[config.mk]
export PLATFORM = sky130hd
export DESIGN_NAME = prio_arbiter
export DESIGN_NICKNAME = d
export VERILOG_FILES = /design/src/rtl/arb_pkg.sv /design/src/rtl/prio_pick.sv /design/src/rtl/prio_arbiter.sv
export SDC_FILE = /design/constraint.sdc
export NUM_CORES = 1
export LEC_CHECK = 0
export CAP_MARGIN = 0
export CORE_MARGIN = 4
export CORE_UTILIZATION = 25
export DETAILED_ROUTE_END_ITERATION = 7
export GPL_TIMING_DRIVEN = 0
export SETUP_SLACK_MARGIN = 0.3
export SLEW_MARGIN = 5
export SYNTH_ARGS = -nofsm -noshare
export SYNTH_HDL_FRONTEND = slang
export SYNTH_HIERARCHICAL = 1
export SYNTH_SLANG_ARGS = --single-unit
[constraint.sdc]
create_clock -name clk -period 6.4 [get_ports clk]
set_input_delay 1.28 -clock clk [delete_from_list [all_inputs] [get_ports clk]]
set_output_delay 1.28 -clock clk [all_outputs]
set_load 0.02 [all_outputs]
[src/rtl/arb_pkg.sv]
// Shared definitions for the priority arbiter: the values of the mode input and the FSM state type.
package arb_pkg;

    localparam logic ARB_FIXED = 1'b0;
    localparam logic ARB_RR    = 1'b1;

    typedef enum logic {
        ARB_IDLE,
        ARB_GRANT
    } arb_state_e;

endpackage

[src/rtl/prio_pick.sv]
// Combinational picker: rotates req so the search starts just below 'start',
// takes the highest set bit, then maps the position back to a request index.
module prio_pick
    import arb_pkg::*;
#(
    parameter  int N = 8,
    localparam int W = $clog2(N)
) (
    input  logic [N-1:0] req,
    input  logic [W-1:0] start,
    input  logic         mode,
    output logic         found,
    output logic [W-1:0] idx
);

    logic [W-1:0] start_eff;
    logic [N-1:0] rot;
    logic [W-1:0] pos;

    // Fixed mode is the same search with no rotation.
    assign start_eff = (mode == ARB_RR) ? start : '0;

    // Put req[start-1] at the top of the rotated vector and req[start] at the bottom.
    always_comb begin : rotate
        int j;
        rot = '0;
        for (int k = 0; k < N; k++) begin
            j = k + int'(start_eff);
            if (j >= N) begin
                j = j - N;
            end
            rot[k] = req[j];
        end
    end

    always_comb begin
        found = 1'b0;
        pos   = '0;
        for (int i = 0; i < N; i++) begin
            if (rot[i]) begin
                found = 1'b1;
                pos   = i[W-1:0];
            end
        end
    end

    always_comb begin : unrotate
        int sum;
        sum = int'(pos) + int'(start_eff);
        if (sum >= N) begin
            sum = sum - N;
        end
        idx = sum[W-1:0];
    end

endmodule

[src/rtl/prio_arbiter.sv]
// Registered N-way arbiter with a valid/ready grant handshake.
// Supports fixed (highest index wins) and round-robin priority.
module prio_arbiter
    import arb_pkg::*;
#(
    parameter  int N = 8,
    localparam int W = $clog2(N)
) (
    input  logic         clk,
    input  logic         rst_n,
    input  logic         enable,
    input  logic         mode,
    input  logic [N-1:0] req,
    input  logic         gnt_ready,
    output logic         gnt_valid,
    output logic [W-1:0] gnt_idx,
    output logic [N-1:0] gnt_onehot,
    output logic         any_req
);

    arb_state_e   state;
    arb_state_e   next_state;
    logic [W-1:0] last;
    logic [W-1:0] next_last;
    logic [W-1:0] next_idx;
    logic [W-1:0] pick_start;
    logic         pick_found;
    logic [W-1:0] pick_idx;

    // A decision in GRANT only happens on accept, when the held index becomes the new pointer.
    assign pick_start = (state == ARB_GRANT) ? gnt_idx : last;

    prio_pick #(
        .N (N)
    ) u_pick (
        .req   (req),
        .start (pick_start),
        .mode  (mode),
        .found (pick_found),
        .idx   (pick_idx)
    );

    assign any_req   = enable & (|req);
    assign gnt_valid = (state == ARB_GRANT);

    always_comb begin
        gnt_onehot = '0;
        if (gnt_valid) begin
            gnt_onehot[gnt_idx] = 1'b1;
        end
    end

    // Dropping enable aborts before any accept is considered, so the pointer stays put.
    always_comb begin
        next_state = state;
        next_idx   = gnt_idx;
        next_last  = last;
        if (!enable) begin
            next_state = ARB_IDLE;
        end else begin
            case (state)
                ARB_IDLE: begin
                    if (pick_found) begin
                        next_state = ARB_GRANT;
                        next_idx   = pick_idx;
                    end
                end
                ARB_GRANT: begin
                    if (gnt_ready) begin
                        next_last = gnt_idx;
                        if (pick_found) begin
                            next_idx = pick_idx;
                        end else begin
                            next_state = ARB_IDLE;
                        end
                    end
                end
            endcase
        end
    end

    always_ff @(posedge clk) begin
        if (!rst_n) begin
            state   <= ARB_IDLE;
            gnt_idx <= '0;
            last    <= '0;
        end else begin
            state   <= next_state;
            gnt_idx <= next_idx;
            last    <= next_last;
        end
    end

endmodule

## Yosys cells after proc, flatten, opt, wreduce, memory -nomap -nowiden

Index checks and enable logic that the tools add are counted.

| word-level totals | value |
|---|---|
| register bits after elaboration | 7 |
| word-level logic and storage cells | 106 |
| input port bits | 13 |
| output and inout port bits | 13 |

| cells by class | value |
|---|---|
| muxes and demuxes | 59 |
| magnitude comparators | 19 |
| $add $sub $neg | 17 |
| reduce and logical (&&, ||, !) cells | 5 |
| equal/unequal tests | 1 |
| bitwise logic cells | 2 |

Operators by type and width:

| cell | count |
|---|---|
| $lt A32 B5 Y1 const B | 8 |
| $mux W32 | 8 |
| $ge A32 B5 Y1 const B | 7 |
| $sub A32 B5 Y32 const B | 7 |
| $mux W1 | 28 |
| $mux W3 | 9 |
| $bmux W1 S3 | 8 |
| $add A3 B3 Y4 const A | 4 |
| $add A2 B3 Y4 const A | 2 |
| $mux W8 | 1 |
| $reduce_or A8 Y1 | 1 |
| $pmux W3 S2 | 1 |
| $sub A3 B4 Y5 const B | 1 |
| $add A1 B3 Y4 const A | 1 |
| $add A3 B3 Y4 | 1 |
| $ge A3 B4 Y1 const B | 1 |
| $ge A4 B4 Y1 const B | 1 |
| $lt A3 B4 Y1 const B | 1 |
| $mux W2 | 2 |
| $reduce_and A2 Y1 | 2 |
| $demux W1 S3 | 1 |
| $ge A3 B1 Y1 const B | 1 |
| $reduce_and A3 Y1 | 1 |
| $sub A3 B1 Y3 const B | 1 |
| other kinds (5) | 5 |

## Depth between registers and ports, before layout

| logic depth | value |
|---|---|
| depth in word-level cells | 21 |
| depth in mapped cells | 15 |
| gate-level depth less buffers | 14 |

## Modules after synthesis

The synthesis kept the hierarchy.

By module, submodules not included:

| module | seq. area each (sq um) | area each (sq um) | cells an instance | times used |
|---|---|---|---|---|
| prio_pick | 0.0 | 529.3 | 49 | 1 |
| prio_arbiter | 140.1 | 375.4 | 48 | 1 |

## Least setup slack after synthesis

No wires, ideal clock.

| timing | value |
|---|---|
| kind | in2reg |
| start | input port mode |
| end | register gnt_idx[2] |
| library setup time | 0.072 ns |
| cell stages on the path | 12 |
| slack | 2.542 ns |
| path buffers | 1 |
| data required time | 6.328 ns |
| data arrival time | 3.786 ns |
| path through | nand2_2 > buf_4 > ha_1 > mux4_2 > a211oi_1 > o21ai_0 > ha_1 > fa_1 > xor2_1 > xnor2_1 > nand2_1 > mux2i_1 |

| on the way | value |
|---|---|
| cells in the longest elaborated chain, start to end | 20 |
| elaborated cells on any way between the ends | 78 |
| those cells by class | 17 x add/sub; 9 x order compare; 52 x mux |

Ends and longest elaborated chain:

| element | RTL line | source |
|---|---|---|
| start, declared | prio_arbiter.sv:12 | `input logic mode,` |
| $mux W3 * | prio_pick.sv:21 | `assign start_eff = (mode == ARB_RR) ? start : '0;` |
| $add A1 B3 Y4 | prio_pick.sv:28 | `j = k + int'(start_eff);` |
| $sub A32 B5 Y32 / $ge A32 B5 Y1 (equally long branches) | prio_pick.sv:30, prio_pick.sv:29 |  |
| $mux W32 | prio_pick.sv:29 | `if (j >= N) begin` |
| $bmux W1 S3 | prio_pick.sv:32 | `rot[k] = req[j];` |
| $mux W1 (not written as such) (2 in series) | prio_pick.sv:32 |  |
| $mux W1 | prio_pick.sv:40 | `if (rot[i]) begin` |
| $mux W2 (2 in series) | prio_pick.sv:40 |  |
| $mux W3 (4 in series) | prio_pick.sv:40 |  |
| $add A3 B3 Y4 * | prio_pick.sv:49 | `sum = int'(pos) + int'(start_eff);` |
| $ge A4 B4 Y1 / $sub A3 B1 Y3 (equally long branches) | prio_pick.sv:50, prio_pick.sv:51 |  |
| $mux W3 * | prio_pick.sv:50 | `if (sum >= N) begin` |
| named net pick_idx[2] | prio_arbiter.sv:28 | `logic [W-1:0] pick_idx;` |
| $mux W3 * | prio_arbiter.sv:63, prio_arbiter.sv:71 |  |
| $mux W3 | prio_arbiter.sv:69 | `if (gnt_ready) begin` |
| $pmux W3 S2 * | prio_arbiter.sv:61 | `case (state)` |
| end signal, assigned | prio_arbiter.sv:89 | `gnt_idx <= next_idx;` |
| end, declared | prio_arbiter.sv:16 | `output logic [W-1:0] gnt_idx,` |

The timed path passes the listed nets; every way through them passes the cells marked *. The select of a mux whose other input is x is not followed.
A chain may end at the register's enable or synchronous reset.

## Worst setup path in the final report

Same ends and word-level chain as after synthesis.

==> impl_results.md <==
* ANT nets after route at 0
* Internal power at 108.4 uW
* Final Hold Viols at 0
* Area Overhead vs Synth at 35.82%
* Initial Util at 26.48%
* Max-cap viol count at 0
* Chip width at 68.16 um
* RSZ-0062 raised after global routing: no
* Total Nets Final at 142
* CP endpoint kind: flop
* Number of buffers created by CTS at 3
* DR DRC count at 0
* CTS tree: done
* Top Ports at 26
* CP Launch Type: input pin
* Status: finished, final reports clean
* Crit path max-delay cell type: clkdlybuf4s50_1
* GR Overflow Total at 0
* Most used cell, CP: ha_1
* Vias in the first global route at 870
* Multi-input logic area at around 740 um^2
* Max FO, Critical Path at 10
* Post-CTS setup buffers at 0
* PD cells at 134.2 nW/um^2
* Max Clk Rate at 228.3 MHz
* Clock power frac at approximately 25%
* Gate Count Post-Synth at 97
* Post-synth net total at 113
* Post-CTS Hold Buffers at 0
* Static Leakage at 0.0005121 uW
* Share of power burned in registers at 31.5%
* Yosys warning count at 6
* Clk sinks at 7
* Worst-Margin Slew at 0.5134 ns
* Clock root buffer: clkbuf_4
* Clock Latency Late Sink at 0.25 ns
* Initial antenna violation count at 0
* Hold Crit Class: reg2reg
* Std-Cell Rows at 21
* Most frequent cells in the layout: clkdlybuf4s50_1 (24), nand2_1 (15), mux2i_1 (12), mux4_2 (9), dfxtp_1 (7)
* WL per Instance at between 10 and 15 um
* GR Util All Layers at around 11%
* Crit-path cells: clkdlybuf4s50_1, nand2_2, buf_4, ha_1, mux4_2, a211oi_1, o21ai_0, ha_1, fa_1, xor2_1, xnor2_1, nand2_1, mux2i_1
* Combinational share of power at 44.0%
* P_sw at 56.49 uW
* Die ar. at 4645 um^2
* Max Slew Vio Count at 0
* Syn Area/Cell at 9.326 um^2
* Sw Share at between 30% and 40%
* Gp weighted congestion at 0.7809
* Design Area, Final at 1229 um^2
* Yosys reg bits at 7
* First-pass GRT wire length at 3933 um
* Synth unique cells at 30
* Vias after detailed routing at a little under 900
* Synth Cell Area at approximately 900 um^2
* Setup Crit Path Kind: in2reg
* Iteration-0 DRC Markers at 26
* Number of port buffers at 24
* CP arrival at 4.56 ns
* Final setup vio count at 0
* Total number of H-tree levels at 1
* Core area at 3416 um^2
* Total iterations of the first detailed-routing run at 4
* Max VDD drop at roughly 35 uV
* Final setup skew at 0.0002418 ns
* Commonest non-fill, non-tap cell in the layout: clkdlybuf4s50_1
* Layout cell share with drive strength beyond 1 at 17.60%
* Ant diodes at 0
* Vias/cell at 5.070
* Setup TNS at 0 ns
* Pin count of the biggest net entering global routing at 11
* Relative slew slack at 65.41%
* CP max stage delay at 0.56 ns
* Post-CTS sizing at 0
* Fillers at 374
* Detailed Place HPWL at about 1900 um
* Die extent in y at 68.16 um
* Clock slew at reported path FFs at 0.05 ns
* Critical Path RT at 6.58 ns
* Placed Instance Area at 1202 um^2
* FF/Latch Area at roughly 140 um^2
* Seq/Total Area, Yosys at 15.49%
* Detailed-route wire length at ~2300 um
* Final min period at 4.380 ns
* Longest Clk Path Bufs at 2
* Fin crit share at between 60% and 70%
[cell type report]
cell class                      count  area share [%]
Inverter                            3          0.9165
Buffer                              2          0.9165
Sequential cell                     7           11.41
Multi-Input combinational cell     85           60.39
Clock buffer                        4           2.138
Timing Repair Buffer               24           19.55
Tap cell                           46           4.684
[cells by family after synthesis]
group	synth area share (%)
adders and majority gates	4.979
AOI/OAI and AO/OA	6.917
muxes	43.15
xor gates and xnor gates	4.842
buffers and inverters	2.489
DFF	15.49
and+or+nand+nor	22.13
[synth_stat cells]
cell type | number | area, um^2
and2b_2 | 1 | 8.760
mux2i_1 | 12 | 120.1
mux2_2 | 6 | 67.56
o211ai_1 | 1 | 7.510
o21ai_0 | 6 | 30.03
nand2_2 | 1 | 6.260
or2b_1 | 1 | 7.510
nand4_1 | 1 | 6.260
mux4_2 | 9 | 202.7
a211oi_1 | 1 | 7.510
xor2_1 | 3 | 26.28
buf_4 | 1 | 7.510
fa_1 | 1 | 20.02
nor2_1 | 6 | 22.52
nand2_1 | 15 | 56.30
ha_1 | 2 | 25.02
nand3_1 | 4 | 20.02
nor2b_1 | 1 | 6.260
nor4_1 | 2 | 12.51
or3_1 | 1 | 6.260
xnor2_1 | 2 | 17.52
o211a_1 | 1 | 10.01
clkbuf_1 | 1 | 3.750
nor3_1 | 2 | 10.01
inv_1 | 3 | 11.26
nand2b_1 | 3 | 18.77
nor2_4 | 1 | 11.26
a21boi_0 | 1 | 7.510
nand3b_1 | 1 | 7.510
dfxtp_1 | 7 | 140.1
[final timing paths]
kind / from / to / slack (ns) / cells after the start
worst max-delay path: mode / gnt_idx[2] / 2.02 / 13
worst min-delay path: last[0] / last[0] / 0.47 / 2
worst max register to register: gnt_valid / gnt_idx[2] / 2.67 / 14
worst min register to register: last[0] / last[0] / 0.47 / 2
[routing by layer]
metal / part of all wire [%] / vias to the layer above / global-route usage [%]
met1: 42 / 402 / 13.36
met4: 2.1 / 0 / 5.211
li1: - / 421 / -
met2: 50 / 38 / 19.74
met3: 5.7 / 6 / 1.314
met5: 0 / - / 0
[metrics by stage]
| stage | worst slack (ns) | instances | util [%] | hold slack (ns) | power [uW] |
|---|---|---|---|---|---|
| global placement | 1.797 | 167 | 35.20 | 0.4560 | 122.9 |
| floorplan | 2.542 | 97 | - | 0.4398 | 98.01 |
| global route | 1.731 | 171 | 35.97 | 0.5333 | 176.6 |
| finish | 2.020 | 171 | 35.97 | 0.4692 | 164.9 |
| CTS | 2.007 | 171 | 35.97 | 0.4742 | 166.6 |
| detailed placement | 1.733 | 167 | 35.20 | 0.4637 | 125.3 |
[worst max-delay path, delay by kind of cell]
| family | cells | cell delay (ns) |
|---|---|---|
| buffers and inverters | 2 | 0.79 |
| and+or+nand+nor | 2 | 0.19 |
| adders and majority gates | 3 | 0.95 |
| muxes | 2 | 0.67 |
| xor gates and xnor gates | 2 | 0.33 |
| AOI/OAI and AO/OA | 2 | 0.34 |
[power by group through the flow]
| stage | clock (uW) | combinational, uW | sequential (uW) |
|---|---|---|---|
| floorplan | 0 | 43.5 | 54.6 |
| global placement | 0 | 70.6 | 52.3 |
| detailed placement | 0 | 72.4 | 52.9 |
| CTS | 41.7 | 72.9 | 52.0 |
| global route | 43.5 | 80.1 | 53.0 |
| finish | 40.4 | 72.5 | 52.0 |
[sequential cells by signal (all words and copies together), names as in the netlist]
| signal | flops |
|---|---|
| gnt_idx | 3 |
| last | 3 |
| gnt_valid | 1 |
No activity file was read; power rests on OpenSTA's default activity.
